[src/rtl/action_ram_arbiter_if.sv]
// Requester-side bus of the action RAM arbiter: policy lookup port (a_*) and
// learning read-modify-write port (b_*).
interface action_ram_arbiter_if #(
    parameter int ADDR_W = 8,
    parameter int DATA_W = 16
);
    logic              a_req;
    logic [ADDR_W-1:0] a_addr;
    logic              a_gnt;
    logic              a_rvalid;
    logic [DATA_W-1:0] a_rdata;

    logic              b_req;
    logic [ADDR_W-1:0] b_addr;
    logic [DATA_W-1:0] b_delta;
    logic              b_gnt;
    logic              b_done;
    logic [DATA_W-1:0] b_result;
    logic              b_sat;

    modport slave (
        input  a_req, a_addr, b_req, b_addr, b_delta,
        output a_gnt, a_rvalid, a_rdata, b_gnt, b_done, b_result, b_sat
    );

    modport master (
        output a_req, a_addr, b_req, b_addr, b_delta,
        input  a_gnt, a_rvalid, a_rdata, b_gnt, b_done, b_result, b_sat
    );
endinterface

[src/rtl/action_ram_arbiter.sv]
// Serialises policy reads (A) and learning RMW updates (B) onto the action RAM.
// Define ACTION_SAT_EN to saturate B results instead of wrapping.
module action_ram_arbiter #(
    parameter int ADDR_W = 8,
    parameter int DATA_W = 16
) (
    input  logic                clock,
    input  logic                reset_n,
    action_ram_arbiter_if.slave req_bus,
    output logic                busy,
    output logic [ADDR_W-1:0]   ram_read_address,
    output logic [ADDR_W-1:0]   ram_write_address,
    output logic [DATA_W-1:0]   ram_d_in,
    output logic                ram_write_enable,
    input  logic [DATA_W-1:0]   ram_d_out
);
    typedef enum logic [2:0] {IDLE, RD, CAP, RESP, WR} state_t;

    state_t            state;
    state_t            next_state;
    logic              grant_a;
    logic              grant_b;
    logic              last_b;
    logic              owner_b;
    logic [ADDR_W-1:0] addr_q;
    logic [DATA_W-1:0] delta_q;
    logic [DATA_W-1:0] a_rdata_q;
    logic [DATA_W-1:0] b_result_q;
    logic [DATA_W:0]   sum_ext;
    logic [DATA_W-1:0] sum;
    logic              sat;

    always_comb begin
        next_state = state;
        grant_a    = 1'b0;
        grant_b    = 1'b0;
        unique case (state)
            IDLE: begin
                if (reset_n) begin
                    // last_b breaks a tie in favour of whoever was not served last
                    grant_a = req_bus.a_req && (!req_bus.b_req || last_b);
                    grant_b = req_bus.b_req && !grant_a;
                    if (grant_a || grant_b) next_state = RD;
                end
            end
            RD:      next_state = CAP;
            CAP:     next_state = owner_b ? WR : RESP;
            RESP:    next_state = IDLE;
            WR:      next_state = IDLE;
            default: next_state = IDLE;
        endcase
    end

    assign sum_ext = {ram_d_out[DATA_W-1], ram_d_out} + {delta_q[DATA_W-1], delta_q};

`ifdef ACTION_SAT_EN
    localparam logic [DATA_W-1:0] SAT_MAX = {1'b0, {(DATA_W-1){1'b1}}};
    localparam logic [DATA_W-1:0] SAT_MIN = {1'b1, {(DATA_W-1){1'b0}}};
    logic sat_q;

    // Disagreeing top two bits of the extended sum mean signed overflow
    always_comb begin
        sat = sum_ext[DATA_W] != sum_ext[DATA_W-1];
        sum = sum_ext[DATA_W-1:0];
        if (sat) sum = sum_ext[DATA_W] ? SAT_MIN : SAT_MAX;
    end

    always_ff @(posedge clock) begin
        if (!reset_n)                      sat_q <= 1'b0;
        else if (state == CAP && owner_b)  sat_q <= sat;
    end

    assign req_bus.b_sat = (state == WR) && reset_n && sat_q;
`else
    assign sat = 1'b0;
    assign sum = sum_ext[DATA_W-1:0];
    assign req_bus.b_sat = 1'b0;
`endif

    always_ff @(posedge clock) begin
        if (!reset_n) begin
            state             <= IDLE;
            last_b            <= 1'b1;
            owner_b           <= 1'b0;
            addr_q            <= '0;
            delta_q           <= '0;
            ram_read_address  <= '0;
            ram_write_address <= '0;
            ram_d_in          <= '0;
            a_rdata_q         <= '0;
            b_result_q        <= '0;
        end else begin
            state <= next_state;
            if (grant_a || grant_b) begin
                last_b           <= grant_b;
                owner_b          <= grant_b;
                addr_q           <= grant_b ? req_bus.b_addr : req_bus.a_addr;
                delta_q          <= req_bus.b_delta;
                ram_read_address <= grant_b ? req_bus.b_addr : req_bus.a_addr;
            end
            if (state == CAP) begin
                if (owner_b) begin
                    ram_write_address <= addr_q;
                    ram_d_in          <= sum;
                    b_result_q        <= sum;
                end else begin
                    a_rdata_q <= ram_d_out;
                end
            end
        end
    end

    // Strobes are qualified by reset_n so a reset cycle never writes or responds
    assign req_bus.a_gnt    = grant_a;
    assign req_bus.b_gnt    = grant_b;
    assign req_bus.a_rvalid = (state == RESP) && reset_n;
    assign req_bus.b_done   = (state == WR) && reset_n;
    assign req_bus.a_rdata  = a_rdata_q;
    assign req_bus.b_result = b_result_q;
    assign ram_write_enable = (state == WR) && reset_n;
    assign busy             = (state != IDLE);

endmodule
[src/flat_wrapper.sv]
// flat-port wrapper written by rule: the top's interface ports become plain ports
module action_ram_arbiter_flat 
#(
    parameter int ADDR_W = 8,
    parameter int DATA_W = 16
)
  (clock, reset_n, busy, ram_read_address, ram_write_address, ram_d_in, ram_write_enable, ram_d_out, req_bus_a_req, req_bus_a_addr, req_bus_b_req, req_bus_b_addr, req_bus_b_delta, req_bus_a_gnt, req_bus_a_rvalid, req_bus_a_rdata, req_bus_b_gnt, req_bus_b_done, req_bus_b_result, req_bus_b_sat);
  action_ram_arbiter_if #(.ADDR_W(ADDR_W), .DATA_W(DATA_W)) req_bus_i ();
  input  logic clock;
  input  logic reset_n;
  output logic busy;
  output logic [ADDR_W-1:0] ram_read_address;
  output logic [ADDR_W-1:0] ram_write_address;
  output logic [DATA_W-1:0] ram_d_in;
  output logic ram_write_enable;
  input  logic [DATA_W-1:0] ram_d_out;
  input wire logic [$bits(req_bus_i.a_req)-1:0] req_bus_a_req;
  input wire logic [$bits(req_bus_i.a_addr)-1:0] req_bus_a_addr;
  input wire logic [$bits(req_bus_i.b_req)-1:0] req_bus_b_req;
  input wire logic [$bits(req_bus_i.b_addr)-1:0] req_bus_b_addr;
  input wire logic [$bits(req_bus_i.b_delta)-1:0] req_bus_b_delta;
  output wire logic [$bits(req_bus_i.a_gnt)-1:0] req_bus_a_gnt;
  output wire logic [$bits(req_bus_i.a_rvalid)-1:0] req_bus_a_rvalid;
  output wire logic [$bits(req_bus_i.a_rdata)-1:0] req_bus_a_rdata;
  output wire logic [$bits(req_bus_i.b_gnt)-1:0] req_bus_b_gnt;
  output wire logic [$bits(req_bus_i.b_done)-1:0] req_bus_b_done;
  output wire logic [$bits(req_bus_i.b_result)-1:0] req_bus_b_result;
  output wire logic [$bits(req_bus_i.b_sat)-1:0] req_bus_b_sat;
  assign req_bus_i.a_req = req_bus_a_req;
  assign req_bus_i.a_addr = req_bus_a_addr;
  assign req_bus_i.b_req = req_bus_b_req;
  assign req_bus_i.b_addr = req_bus_b_addr;
  assign req_bus_i.b_delta = req_bus_b_delta;
  assign req_bus_a_gnt = req_bus_i.a_gnt;
  assign req_bus_a_rvalid = req_bus_i.a_rvalid;
  assign req_bus_a_rdata = req_bus_i.a_rdata;
  assign req_bus_b_gnt = req_bus_i.b_gnt;
  assign req_bus_b_done = req_bus_i.b_done;
  assign req_bus_b_result = req_bus_i.b_result;
  assign req_bus_b_sat = req_bus_i.b_sat;
  action_ram_arbiter #(.ADDR_W(ADDR_W), .DATA_W(DATA_W)) u_core (.clock(clock), .reset_n(reset_n), .req_bus(req_bus_i), .busy(busy), .ram_read_address(ram_read_address), .ram_write_address(ram_write_address), .ram_d_in(ram_d_in), .ram_write_enable(ram_write_enable), .ram_d_out(ram_d_out));
endmodule
[config.mk]
export PLATFORM = sky130hd
export DESIGN_NAME = action_ram_arbiter_flat
export DESIGN_NICKNAME = d
export VERILOG_FILES = /design/src/rtl/action_ram_arbiter_if.sv /design/src/rtl/action_ram_arbiter.sv /design/src/flat_wrapper.sv
export SDC_FILE = /design/constraint.sdc
export NUM_CORES = 1
export LEC_CHECK = 0
export BUFFER_PORTS_ARGS = -buffer_cell sky130_fd_sc_hd__buf_2
export CORE_ASPECT_RATIO = 0.8
export CORE_MARGIN = 1
export CORE_UTILIZATION = 54
export DETAILED_ROUTE_END_ITERATION = 12
export PLACE_DENSITY_LB_ADDON = 0.25
export SETUP_SLACK_MARGIN = 0.02
export SLEW_MARGIN = 15
export SYNTH_ARGS = -nofsm -noshare
export SYNTH_HDL_FRONTEND = slang
export SYNTH_SLANG_ARGS = --single-unit
[constraint.sdc]
create_clock -name clock -period 3.79 [get_ports clock]
set_clock_uncertainty 0.05 [all_clocks]
set_input_delay 0.1895 -clock clock [delete_from_list [all_inputs] [get_ports clock]]
set_output_delay 0.1895 -clock clock [all_outputs]
set_load 0.005 [all_outputs]
# Yosys cells after proc, flatten, opt, wreduce, memory -nomap -nowiden
# Cells that the tools add are included.
[op_classes]
n_addsub = 1
eq_ne = 5
muxes = 8
bitwise_logic = 1
n_reduce_logical = 13
[op_table]
columns = ["op", "count"]
rows = [
  ["$add 16x16->16", 1],
  ["$pmux 3 s3", 1],
  ["$mux 8", 1],
  ["$eq 3x2->1 const B", 2],
  ["$mux 3", 2],
  ["$logic_and 1x1->1", 4],
  ["$mux 1", 4],
  ["$reduce_and 2->1", 2],
  ["$eq 3x1->1 const B", 1],
  ["$eq 3x3->1 const B", 1],
  ["$logic_not 3->1", 1],
  ["$logic_or 1x1->1", 3],
  ["$reduce_bool 3->1", 1],
  ["$logic_not 1->1", 2],
  ["$ne 2x1->1 const B", 1],
  ["$not 1->1", 1],
]
[word_totals]
register_bits = 69
in_bits = 52
output_inout_bits = 71
elab_cells = 36

# Depth between registers and ports, before layout
[depth]
word_depth = 8
ltp_mapped = 8
ltp_nobuf = 8

# Worst setup path before layout
# Ideal clock, no wire load.
[synth_path]
path_type = "register to register"
start = "reg u_core.delta_q[0]"
end = "reg u_core.b_result_q[14], in the netlist u_core.req_bus.b_result[14]"
setup_time_ns = 0.120
arrival_ns = 1.763
required_ns = 3.620
slack_ns = 1.857
path_stages_with_launch = 9
path_buffers = 0
synth_period_minus_slack_ns = 1.933
path_cell_list = "dfxtp_1 -> ha_1 -> fa_1 -> a21oi_1 -> o21ai_2 -> a31oi_4 -> a31oi_2 -> xnor2_1 -> o21ai_1"
[synth_between]
elab_chain_cells = 1
[synth_rtl]
columns = ["element", "line_no", "rtl"]
rows = [
  ["start, declared", "action_ram_arbiter.sv:26", "logic [DATA_W-1:0] delta_q;"],
  ["start signal, assigned", "action_ram_arbiter.sv:98", "delta_q <= req_bus.b_delta;"],
  ["$add 16x16->16", "action_ram_arbiter.sv:54", "assign sum_ext = {ram_d_out[DATA_W-1], ram_d_out} + {delta_q[DATA_W-1], delta_q};"],
  ["end signal, assigned", "action_ram_arbiter.sv:105", "b_result_q <= sum;"],
  ["end, declared", "action_ram_arbiter.sv:28", "logic [DATA_W-1:0] b_result_q;"],
]
# Every way passes these cells.
# A chain may end at the register's enable or synchronous reset.

# Worst setup path in the final report
[layout_path]
start = "reg u_core.state[1]"
end = "reg u_core.b_result_q[11], in the netlist u_core.req_bus.b_result[11]"
[layout_between]
elab_chain_cells = 2
[layout_rtl]
columns = ["element", "line_no", "rtl"]
rows = [
  ["start, declared", "action_ram_arbiter.sv:19", "state_t state;"],
  ["start signal, assigned", "action_ram_arbiter.sv:93", "state <= next_state;"],
  ["$eq 3x2->1", "action_ram_arbiter.sv:101", "if (state == CAP) begin"],
  ["$reduce_and 2->1 (no line)", "-", ""],
]
# Every way passes these cells.

==> summary.md <==
| Metric | Value |
|---|---|
| Most frequent cells in the layout | `buf_2 (121), nand2_1 (96), dfxtp_1 (69)` |
| Wire per inst | `approximately 14 um` |
| Hold Path Class | `in2reg` |
| Multiplexer share of the synthesized area | `between 1 and 1.5%` |
| Hold_buf cts | `0` |
| Pwr Density | `around 400 nW/um2` |
| Post-Synth Adder-Cell Area | `between 5 and 6%` |
| Crit-path max FO | `23` |
| Cell Area, Synth | `between 3000 and 4000 um2` |
| Cts repair resizes | `0` |
| DR iter-0 viols | `110` |
| Post-Synth XOR/XNOR Area | `~3.1%` |
| Fin crit period | `2260 ps` |
| Starting density of the core | `~56%` |
| Antenna Nets Post-Route | `0` |
| Cell Rows | `26` |
| Seq/Total Area, Yosys | `between 30% and 40%` |
| Synth warnings | `0` |
| Count of different cell masters after synthesis | `54` |
| Crit path arrival time | `2480 ps` |
| Sink Count | `between 60 and 70` |
| CORE AREA | `approximately 6400 um2` |
| Crit share post-route | `between 50% and 60%` |
| Critical path type | `reg2reg` |
| Peak VDD IR | `approximately 220 uV` |
| MaxCap Viol Count | `0` |
| First-pass DRT Iterations | `4` |
| Post-Syn Nets | `roughly 490` |
| Clock tree buffer depth | `2` |
| Worst Tran Pin Value | `around 960 ps` |
| Final hold vios | `0` |
| TNS Setup | `0 ps` |
| Synth async-reset ratio | `0%` |
| Post-Route WL | `between 8000 and 9000 um` |
| Primary FF master, synth | `dfxtp_1` |
| Antenna violations before repair | `0` |
| Post-synth EDFFs | `0` |
| Post-CTS setup buffer count | `0` |
| Die height | `between 70 and 80 um` |
| Total die area | `7040 um2` |
| Crit end category | `flip-flop` |
| H-tree depth | `3` |
| Avg Inst Size Synth | `roughly 8.7 um2` |
| CTS clk-pin slew, worst paths | `~80 ps` |
| Synth Register Bits | `69` |
| Commonest non-fill, non-tap cell in the layout | `buf_2` |
| Status | `finished clean` |
| Share of cells above drive strength 1 | `between 30% and 40%` |
| CP required | `approximately 4000 ps` |
| CP startpoint kind | `flip-flop` |
| Synth Area in Compound Gates | `24.7%` |
| TritonCTS clock tree | `yes` |
| Via count | `3197` |
| Final core occ | `between 60% and 70%` |
| Die X | `93.6 um` |
| Port Buf Inserts | `121` |
| Largest net degree at the start of global routing | `40` |
| Max_slew headroom | `a little over a third` |
| Syn Inst Count | `418` |
| Aggregate global routing overflow | `0` |
| Unrepaired setup endpoints after global routing | `no` |
| Final setup viols | `0` |
| GPL Wtd Cong | `0.878` |
| DR DRC count | `0` |
| GRT Resource Usage Total | `24.1%` |
| Detailed placer's ending HPWL | `slightly above 6000 um` |
| TritonCTS buffer count | `9` |
| F_max | `around 440 MHz` |
| Largest family of logic cells by synthesized area | `compound AO/OA/AOI/OAI gates` |
| Slew Viols, Final | `0` |
| NumNets Final | `about 580` |
| Vias in the first global route | `~2800` |
| Layout area overhead | `18.4%` |
| Clk_lat worst skew | `approximately 350 ps` |
| First-pass GRT wire length | `~13000 um` |
| # IOs | `about 120` |
| Via density | `around 5.3` |
| Clk root buf | `clkbuf_8` |
| Pleak | `slightly below 2 nW` |
| Simple-Gate Fraction of Synth Area | `19.7%` |
| Ant. Diodes | `0` |
==> cell usage after synthesis (2+ instances only) <==
master     n  share of area, %
inv_1      6              0.62
o211ai_1   3              0.62
dfxtp_1   69                38
a21o_1     2              0.41
a21oi_2    2              0.48
and2_1     4              0.69
nand2_1   96               9.9
nor2_4     2              0.62
o21ai_1   15               2.1
a21boi_0  24               5.0
clkbuf_1   7              0.73
a21boi_2  10               3.1
buf_2      7              0.97
nor3_1     3              0.41
o22ai_1    7               1.2
xor2_1     6               1.5
buf_4     23               4.8
o21a_1     3              0.62
o21ai_2    4              0.97
nand3_1    9               1.2
o21ai_0    9               1.2
nor2_2     2              0.35
ha_1      15               5.2
a21oi_1   21               2.9
and3_1     3              0.52
xnor2_1    7               1.7
a21boi_1  11               2.3
nor2_1     7              0.73
nand2_2   10               1.7
o211a_1    4               1.1
mux2i_1    4               1.1
==> kinds of logic after synthesis <==
kind of cell	count (synthesis)
simple gates	147
compound gates	124
flops	69
buf+inv	44
fa+ha+maj	16
xor+xnor	13
mux	4
other cells	1
==> layer usage <==
metal	GRT usage [%]	vias to the layer above	part of all wire, %
met5	0	-	0
met4	8.21	0	1.3
met3	5.56	12	5.1
met2	39.8	99	48
met1	31.6	1472	46
li1	-	1614	-
==> flip-flops by register name (all words and copies together), names as in the netlist <==
register / cells
u_core.req_bus.b_result: 16
u_core.last_b: 1
u_core.delta_q: 16
u_core.ram_read_address: 8
u_core.req_bus.a_rdata: 16
u_core.state: 3
u_core.owner_b: 1
u_core.ram_write_address: 8
==> metrics by stage <==
step	area (um2)	power (mW)	instances	hold slack, ps	worst slack, ps
floorplan	3620	1.03	418	274	1860
global placement	4100	1.11	586	387	1710
detailed placement	4100	1.12	586	393	1600
CTS	4290	1.71	602	26.2	1550
global route	4290	1.78	602	29.9	1390
finish	4290	1.70	602	30.6	1530
==> worst paths after layout <==
kind / depth (start not counted) / endpoint / startpoint / slack [ps]
setup / recovery: 5 / u_core.req_bus.b_result[11]$_SDFFE_PN0P_ / u_core.state[1]$_SDFFE_PN0P_ / 1530
hold / removal: 3 / u_core.delta_q[1]$_SDFFE_PN0P_ / req_bus_b_delta[1] / 30
setup reg to reg: 5 / u_core.req_bus.b_result[11]$_SDFFE_PN0P_ / u_core.state[1]$_SDFFE_PN0P_ / 1530
hold reg to reg: 2 / u_core.ram_write_address[5]$_SDFFE_PN0P_ / u_core.ram_write_address[5]$_SDFFE_PN0P_ / 400
==> worst max-delay path: stages, from the launching register on <==
cell      delay (ps)
dfxtp_1          540
nor2b_4          250
nand3b_1         670
nor2_1           370
a22oi_1          110
a21boi_1         190
==> final cells by class <==
cell class              instances  area (um2)
multi-input cells             305        1970
clock inverters                 4        47.5
clock buffers                  12         145
repair buffers                122         613
flip-flops and latches         69        1380
inverters                       6        22.5
fillers                       594        2150
well taps                      84         105
==> power by group <==
part	switching (mW)	leakage [nW]	total, mW	internal, mW
logic	0.177	1.30	0.310	0.134
registers	0.0308	0.561	0.794	0.763
clock network	0.273	0.0964	0.593	0.320
Power figures use the tool's default switching activity.
